[src/rtl/charge_pkg.sv]
// Shared types and helpers for the charge-time countdown controller.
package charge_pkg;

    typedef enum logic [1:0] {
        IDLE  = 2'd0,
        RUN   = 2'd1,
        ALARM = 2'd2,
        SLEEP = 2'd3
    } state_t;

    localparam logic [15:0] BCD_ZERO = 16'h0000;

    // True when every nibble of a 4-digit BCD word is a legal decimal digit.
    function automatic logic bcd_valid(input logic [15:0] value);
        logic ok;
        ok = 1'b1;
        for (int i = 0; i < 4; i++) begin
            if (value[4*i +: 4] > 4'd9) begin
                ok = 1'b0;
            end
        end
        return ok;
    endfunction

endpackage

[src/rtl/bcd_down4.sv]
// Four-digit BCD down-counter register: synchronous load, decrement with
// borrow across digits, and a zero flag.
module bcd_down4 (
    input  logic        clk,
    input  logic        rd,
    input  logic        load,
    input  logic [15:0] load_val,
    input  logic        dec,
    output logic [15:0] value,
    output logic        zero
);

    // step[i]: digit i moves down this cycle (all lower digits are 0 and borrow).
    logic [3:0] step;

    // Borrow chain written out flat so no digit depends on another step bit.
    always_comb begin
        step[0] = dec;
        step[1] = dec && (value[3:0] == 4'd0);
        step[2] = dec && (value[7:0] == 8'd0);
        step[3] = dec && (value[11:0] == 12'd0);
    end

    // Digit register: load wins over decrement; a digit at 0 wraps to 9.
    always_ff @(posedge clk or negedge rd) begin
        if (!rd) begin
            value <= 16'h0000;
        end else if (load) begin
            value <= load_val;
        end else begin
            for (int i = 0; i < 4; i++) begin
                if (step[i]) begin
                    value[4*i +: 4] <= (value[4*i +: 4] == 4'd0) ? 4'd9
                                                                : value[4*i +: 4] - 4'd1;
                end
            end
        end
    end

    assign zero = (value == 16'h0000);

endmodule

[src/rtl/charge_countdown_ctrl.sv]
// Charge-time sequencer: loads a BCD time, counts it down once per second,
// runs the end-of-charge buzzer window and blanks the display when idle.
//
// start, abort and wake are single-cycle request pulses with no handshake:
// each is acted on in the cycle it is high and never held or queued.
// Within one cycle abort outranks the one-second tick, which outranks start.
module charge_countdown_ctrl
    import charge_pkg::*;
#(
    parameter int TICK_DIV  = 500,
    parameter int ALARM_SEC = 3,
    parameter int SLEEP_SEC = 10
) (
    input  logic        clk,
    input  logic        rd,
    input  logic        start,
    input  logic [15:0] load_bcd,
    input  logic        abort,
    input  logic        wake,
    output logic [15:0] remain_bcd,
    output logic        busy,
    output logic        buzzer_en,
    output logic        done,
    output logic        bi,
    output state_t      dbg_state
);

    localparam int PW = (TICK_DIV > 1) ? $clog2(TICK_DIV) : 1;
    localparam logic [PW-1:0] PRE_LAST   = PW'(TICK_DIV - 1);
    localparam logic [7:0]    IDLE_LAST  = 8'(SLEEP_SEC - 1);
    localparam logic [7:0]    ALARM_LAST = 8'(ALARM_SEC - 1);

    state_t         state, state_next;
    logic [PW-1:0]  presc;
    logic [7:0]     idle_cnt, idle_next;
    logic [7:0]     alarm_cnt, alarm_next;
    logic           sec_tick;
    logic           ld, dec, done_next, remain_zero;
    logic [15:0]    ld_val;

    assign sec_tick  = (presc == PRE_LAST);
    assign dbg_state = state;

    bcd_down4 u_remain (
        .clk      (clk),
        .rd       (rd),
        .load     (ld),
        .load_val (ld_val),
        .dec      (dec),
        .value    (remain_bcd),
        .zero     (remain_zero)
    );

    // Next-state, countdown control and second-counter updates.
    always_comb begin
        state_next = state;
        ld         = 1'b0;
        ld_val     = BCD_ZERO;
        dec        = 1'b0;
        done_next  = 1'b0;
        idle_next  = idle_cnt;
        alarm_next = alarm_cnt;
        case (state)
            IDLE: begin
                if (sec_tick && idle_cnt == IDLE_LAST) begin
                    state_next = SLEEP;
                end else if (start && bcd_valid(load_bcd) && load_bcd != BCD_ZERO) begin
                    state_next = RUN;
                    ld         = 1'b1;
                    ld_val     = load_bcd;
                end else if (start || wake) begin
                    idle_next = 8'd0;
                end else if (sec_tick) begin
                    idle_next = idle_cnt + 8'd1;
                end
            end
            RUN: begin
                if (abort) begin
                    state_next = IDLE;
                    ld         = 1'b1;
                end else if (sec_tick && !remain_zero) begin
                    dec = 1'b1;
                    if (remain_bcd == 16'h0001) begin
                        state_next = ALARM;
                        done_next  = 1'b1;
                    end
                end
            end
            ALARM: begin
                if (abort || wake) begin
                    state_next = IDLE;
                end else if (sec_tick) begin
                    if (alarm_cnt == ALARM_LAST) begin
                        state_next = IDLE;
                    end else begin
                        alarm_next = alarm_cnt + 8'd1;
                    end
                end
            end
            SLEEP: begin
                if (wake || start) begin
                    state_next = IDLE;
                end
            end
            default: state_next = IDLE;
        endcase
        // Every state starts with fresh second counters.
        if (state_next != state) begin
            idle_next  = 8'd0;
            alarm_next = 8'd0;
        end
    end

    // State, prescaler (restarted on every state entry), counters, outputs.
    always_ff @(posedge clk or negedge rd) begin
        if (!rd) begin
            state     <= IDLE;
            presc     <= '0;
            idle_cnt  <= 8'd0;
            alarm_cnt <= 8'd0;
            busy      <= 1'b0;
            buzzer_en <= 1'b0;
            done      <= 1'b0;
            bi        <= 1'b1;
        end else begin
            state     <= state_next;
            idle_cnt  <= idle_next;
            alarm_cnt <= alarm_next;
            if (state_next != state || sec_tick) begin
                presc <= '0;
            end else begin
                presc <= presc + 1'b1;
            end
            busy      <= (state_next == RUN);
            buzzer_en <= (state_next == ALARM);
            done      <= done_next;
            bi        <= (state_next != SLEEP);
        end
    end

endmodule

[config.mk]
export PLATFORM = sky130hd
export DESIGN_NAME = charge_countdown_ctrl
export DESIGN_NICKNAME = d
export VERILOG_FILES = /design/src/rtl/charge_pkg.sv /design/src/rtl/bcd_down4.sv /design/src/rtl/charge_countdown_ctrl.sv
export SDC_FILE = /design/constraint.sdc
export NUM_CORES = 1
export LEC_CHECK = 0
export CELL_PAD_IN_SITES_DETAIL_PLACEMENT = 0
export CELL_PAD_IN_SITES_GLOBAL_PLACEMENT = 1
export CORE_AREA = 2 2 109 58
export DETAILED_ROUTE_END_ITERATION = 12
export DIE_AREA = 0 0 111 60
export DONT_BUFFER_PORTS = 1
export GPL_TIMING_DRIVEN = 0
export PLACE_DENSITY = 0.91
export SETUP_SLACK_MARGIN = 0.05
export SLEW_MARGIN = 0
export SYNTH_ARGS = -nofsm -noshare
export SYNTH_HDL_FRONTEND = slang
export SYNTH_HIERARCHICAL = 1
export SYNTH_SLANG_ARGS = --single-unit
[constraint.sdc]
create_clock -name clk -period 4.3 [get_ports clk]
set_input_delay 0.43 -clock clk [delete_from_list [all_inputs] [get_ports clk]]
set_output_delay 0.43 -clock clk [all_outputs]
set_load 0.1 [all_outputs]
==> impl_results.html <==
<table>
<tr><th>Metric</th><th>Value</th></tr>
<tr><th colspan="2">Synth</th></tr>
<tr><td>Seq cells post-synth</td><td>47</td></tr>
<tr><td>Post-synthesis cell count</td><td>310</td></tr>
<tr><td>Count of flip-flops with a built-in enable after synthesis</td><td>0</td></tr>
<tr><td>Fraction of synthesis flops using an asynchronous set or reset pin</td><td>100%</td></tr>
<tr><td>Synthesized net count</td><td>336</td></tr>
<tr><td>Main flop type after synthesis</td><td>sky130_fd_sc_hd__dfrtp_1</td></tr>
<tr><td>Number of distinct library cells after synthesis</td><td>52</td></tr>
<tr><td>Per-instance average area after synthesis</td><td>8.99 um^2</td></tr>
<tr><td>Count of yosys warnings during synthesis</td><td>6</td></tr>
<tr><td>Cell area after technology mapping</td><td>roughly 2800 um^2</td></tr>
<tr><td>Fraction of the yosys area taken by sequential cells</td><td>roughly 42%</td></tr>
<tr><th colspan="2">Floorplanning</th></tr>
<tr><td>CORE AREA</td><td>5780 um^2</td></tr>
<tr><td>Width of the chip</td><td>111 um</td></tr>
<tr><td>Count of pins on the block boundary</td><td>43</td></tr>
<tr><td>FP Rows</td><td>20</td></tr>
<tr><td>Starting utilization of the core area</td><td>48.2%</td></tr>
<tr><td>Full die area</td><td>roughly 6700 um^2</td></tr>
<tr><td>Vertical extent of the die</td><td>60 um</td></tr>
<tr><th colspan="2">Critical path</th></tr>
<tr><td>Startpoint of the worst register-to-register path</td><td>u_remain/value[11]</td></tr>
<tr><td>Critical path's largest stage delay</td><td>1.11 ns</td></tr>
<tr><td>Critical Path Fanout Max</td><td>9</td></tr>
<tr><td>CP max stage cell</td><td>sky130_fd_sc_hd__dfrtp_1</td></tr>
<tr><td>Category of the worst setup path capture point</td><td>register</td></tr>
<tr><td>Category of the critical setup timing path</td><td>reg -&gt; reg</td></tr>
<tr><td>Worst reg-to-reg setup slack</td><td>0.57 ns</td></tr>
<tr><td>Origin of the worst setup path</td><td>u_remain/value[11]</td></tr>
<tr><td>CP arrival</td><td>3.93 ns</td></tr>
<tr><td>Cell breakdown of the critical path</td><td>nor4_4 &gt; nand4_2 &gt; nor4b_1 &gt; nor4_1 &gt; nor3b_4 &gt; nand4_1 &gt; or4_1 &gt; a31oi_1</td></tr>
<tr><td>Worst reg-to-reg path cell count</td><td>8</td></tr>
<tr><td>Destination of the critical timing path</td><td>u_remain/value[12]</td></tr>
<tr><td>Critical register-to-register path endpoint</td><td>u_remain/value[12]</td></tr>
<tr><td>CP required</td><td>4.51 ns</td></tr>
<tr><td>Launching element type of the critical path</td><td>register</td></tr>
<tr><th colspan="2">Drt</th></tr>
<tr><td>DRT Pass-1 Iters</td><td>5</td></tr>
<tr><td>WL final</td><td>7130 um</td></tr>
<tr><td>Post-route DRC violation count</td><td>0</td></tr>
<tr><td>DRT antenna net count</td><td>0</td></tr>
<tr><td>Vias</td><td>2,415</td></tr>
<tr><td>Starting DRC count in detailed routing</td><td>261</td></tr>
<tr><td>Vias per Instance</td><td>6.08</td></tr>
<tr><td>Average wire length per cell after detail routing</td><td>18.0 um</td></tr>
<tr><th colspan="2">Global route</th></tr>
<tr><td>Global route overflow</td><td>0</td></tr>
<tr><td>Via count of the first global-routing pass</td><td>~2,100</td></tr>
<tr><td>Global-route wire length before repair</td><td>11,600 um</td></tr>
<tr><td>Antenna violations before repair</td><td>0</td></tr>
<tr><td>Largest net degree at the start of global routing</td><td>48</td></tr>
<tr><td>Total global-route track usage</td><td>22.7%</td></tr>
<tr><th colspan="2">Finish</th></tr>
<tr><td>Number of nets at the end of the flow</td><td>345</td></tr>
<tr><td>Antenna diode count</td><td>0</td></tr>
<tr><td>Share of post-route cells with drive strength above 1</td><td>under 10%</td></tr>
<tr><td>Count of filler cells inserted in the layout</td><td>504</td></tr>
<tr><td>Core occupancy in the finished layout</td><td>53.0%</td></tr>
<tr><td>Highest-count cells in the layout ignoring fill and taps</td><td>46 x sky130_fd_sc_hd__dfrtp_1, 38 x sky130_fd_sc_hd__nor2_1, 23 x sky130_fd_sc_hd__o21ai_0, 22 x sky130_fd_sc_hd__and3_1, 20 x sky130_fd_sc_hd__nand2_1</td></tr>
<tr><td>Most common library cell in the layout ignoring fill and taps</td><td>sky130_fd_sc_hd__dfrtp_1</td></tr>
<tr><td>Area grow syn2layout</td><td>10.0%</td></tr>
<tr><th colspan="2">Clocking</th></tr>
<tr><td>TritonCTS buffer count</td><td>5</td></tr>
<tr><td>TritonCTS clock tree</td><td>done</td></tr>
<tr><td>H-tree levels</td><td>2</td></tr>
<tr><td>CTS root buf</td><td>sky130_fd_sc_hd__clkbuf_16</td></tr>
<tr><td>Clock latency of the later-clocked register in the worst-skew pair</td><td>between 0.2 and 0.3 ns</td></tr>
<tr><td>CTS Sinks</td><td>47</td></tr>
<tr><td>Clock input transition at the sequential cells of the worst setup and hold paths</td><td>0.07 ns</td></tr>
<tr><td>Maximum clock insertion buffer count</td><td>2</td></tr>
<tr><th colspan="2">Timing</th></tr>
<tr><td>Setup clock skew after layout</td><td>0.00582 ns</td></tr>
<tr><td>RSZ-0062 raised after global routing</td><td>no</td></tr>
<tr><td>Max-slew violation count</td><td>0</td></tr>
<tr><td>Max frequency</td><td>268 MHz</td></tr>
<tr><td>Final worst path period need</td><td>3.73 ns</td></tr>
<tr><td>Count of final hold-check violations</td><td>0</td></tr>
<tr><td>Final total negative setup slack</td><td>0 ns</td></tr>
<tr><td>Setup violators final</td><td>0</td></tr>
<tr><td>Final worst path period share</td><td>86.7%</td></tr>
<tr><td>Worst-Margin Slew</td><td>1.17 ns</td></tr>
<tr><td>Relative slew margins</td><td>22.1%</td></tr>
<tr><th colspan="2">Status</th></tr>
<tr><td>Status</td><td>complete, no violations</td></tr>
<tr><th colspan="2">Power</th></tr>
<tr><td>Power density of the placed cells</td><td>651 nW/um^2</td></tr>
<tr><td>Lkg Pwr</td><td>1.31 nW</td></tr>
<tr><td>Largest voltage drop on the vdd net</td><td>roughly 320 uV</td></tr>
<tr><th colspan="2">Place</th></tr>
<tr><td>Weighted congestion reported at the end of routability-driven placement</td><td>approximately 0.83</td></tr>
<tr><td>Post-detail-place hpwl</td><td>5230 um</td></tr>
<tr><td>Input/output buffers</td><td>0</td></tr>
<tr><th colspan="2">Worst hold path</th></tr>
<tr><td>Worst hold-check path type</td><td>in -&gt; reg</td></tr>
<tr><th colspan="2">Flow run</th></tr>
<tr><td>Max-capacitance violation count</td><td>0</td></tr>
</table>
worst min path at each step:
stage / from / end / cells after the start
2_1_floorplan: rd / alarm_cnt[0] / 0
3_3_place_gp: rd / u_remain/value[14] / 0
3_5_place_dp: rd / u_remain/value[14] / 0
4_1_cts: load_bcd[3] / u_remain/value[3] / 2
5_1_grt: load_bcd[3] / u_remain/value[3] / 2
6_report: wake / idle_cnt[0] / 3
kinds of logic after synthesis:
| family | after synthesis | synth area share [%] |
|---|---|---|
| mux | 3 | 1.08 |
| buf+inv | 21 | 3.23 |
| fa+ha+maj | 5 | 2.25 |
| compound gates | 61 | 13.2 |
| simple gates | 157 | 32.9 |
| flops | 47 | 42.3 |
| xor+xnor | 16 | 5.03 |
routing by layer:
layer	track usage [%]	part of all wire, %
met1	36.9	51
met2	29.1	37
met4	2.86	0.32
met5	0	0
met3	7.20	12
cell type report:
class | count | area (um^2) | area share (%)
multi-input combinational | 242 | 1520 | 49.6
sequential | 47 | 1180 | 38.4
clock buffer | 5 | 125 | 4.08
tap | 77 | 96.3 | 3.14
buffer | 12 | 56.3 | 1.84
timing repair buffer | 2 | 37.5 | 1.22
inverter | 9 | 33.8 | 1.10
clock inverter | 3 | 20.0 | 0.653
sequential cells by signal, indices dropped and copies added, names as in the netlist:
register / flops
buzzer_en: 1
alarm_cnt: 8
u_remain/value: 16
busy: 1
bi: 1
done: 1
dbg_state: 2
presc: 9
idle_cnt: 8
through the flow:
step	total power, mW	instance area (um^2)	cells	hold slack [ns]	setup slack, ns
2_1_floorplan	1.46	2790	310	0.134	1.10
3_3_place_gp	1.59	2880	387	0.136	0.741
3_5_place_dp	1.60	2880	387	0.136	0.643
4_1_cts	2.00	3070	397	0.400	0.621
5_1_grt	2.09	3070	397	0.404	0.333
6_report	2.00	3070	397	0.422	0.573
where the power goes:
| part | internal (mW) | total, mW | switching, mW |
|---|---|---|---|
| combinational | 0.192 | 0.503 | 0.312 |
| clock | 0.214 | 0.383 | 0.168 |
| sequential | 0.508 | 1.11 | 0.602 |
critical path: cells and delay by family, from the launching register on:
kind | cells | cell delay (ns)
AND/OR/NAND/NOR | 7 | 2.39
flip-flops | 1 | 1.11
AO/OA/AOI/OAI | 1 | 0.17
cells in the mapped netlist (2+ instances only):
cell,number,area (um^2)
sky130_fd_sc_hd__dfrtp_1,46,1150
sky130_fd_sc_hd__nor2_1,38,143
sky130_fd_sc_hd__o21ai_0,23,115
sky130_fd_sc_hd__and3_1,22,138
sky130_fd_sc_hd__nand2_1,20,75.1
sky130_fd_sc_hd__a21oi_1,15,75.1
sky130_fd_sc_hd__nand4_1,12,75.1
sky130_fd_sc_hd__nor4_1,11,68.8
sky130_fd_sc_hd__a31oi_1,9,56.3
sky130_fd_sc_hd__inv_1,9,33.8
sky130_fd_sc_hd__nand3_1,8,40.0
sky130_fd_sc_hd__xnor2_1,8,70.1
sky130_fd_sc_hd__xor2_1,8,70.1
sky130_fd_sc_hd__clkbuf_1,7,26.3
sky130_fd_sc_hd__ha_1,5,62.6
sky130_fd_sc_hd__nand2b_1,5,31.3
sky130_fd_sc_hd__nor3_1,5,25.0
sky130_fd_sc_hd__nand3b_1,4,30.0
sky130_fd_sc_hd__or3_1,4,25.0
sky130_fd_sc_hd__or4_1,4,30.0
sky130_fd_sc_hd__and4_1,3,26.3
sky130_fd_sc_hd__buf_1,3,11.3
sky130_fd_sc_hd__mux2i_1,3,30.0
sky130_fd_sc_hd__nor3_2,3,30.0
sky130_fd_sc_hd__nor4b_1,3,26.3
sky130_fd_sc_hd__o31ai_1,3,22.5
sky130_fd_sc_hd__and2_1,2,12.5
sky130_fd_sc_hd__nand4b_1,2,17.5
sky130_fd_sc_hd__nor2b_1,2,12.5
repair_timing:
item	CTS	global route
setup buffers	0	0
hold buffers	2	0
hold endpoints to repair	47	0
resized for setup	0	0
Note: power is estimated with default switching activity, not from simulation.
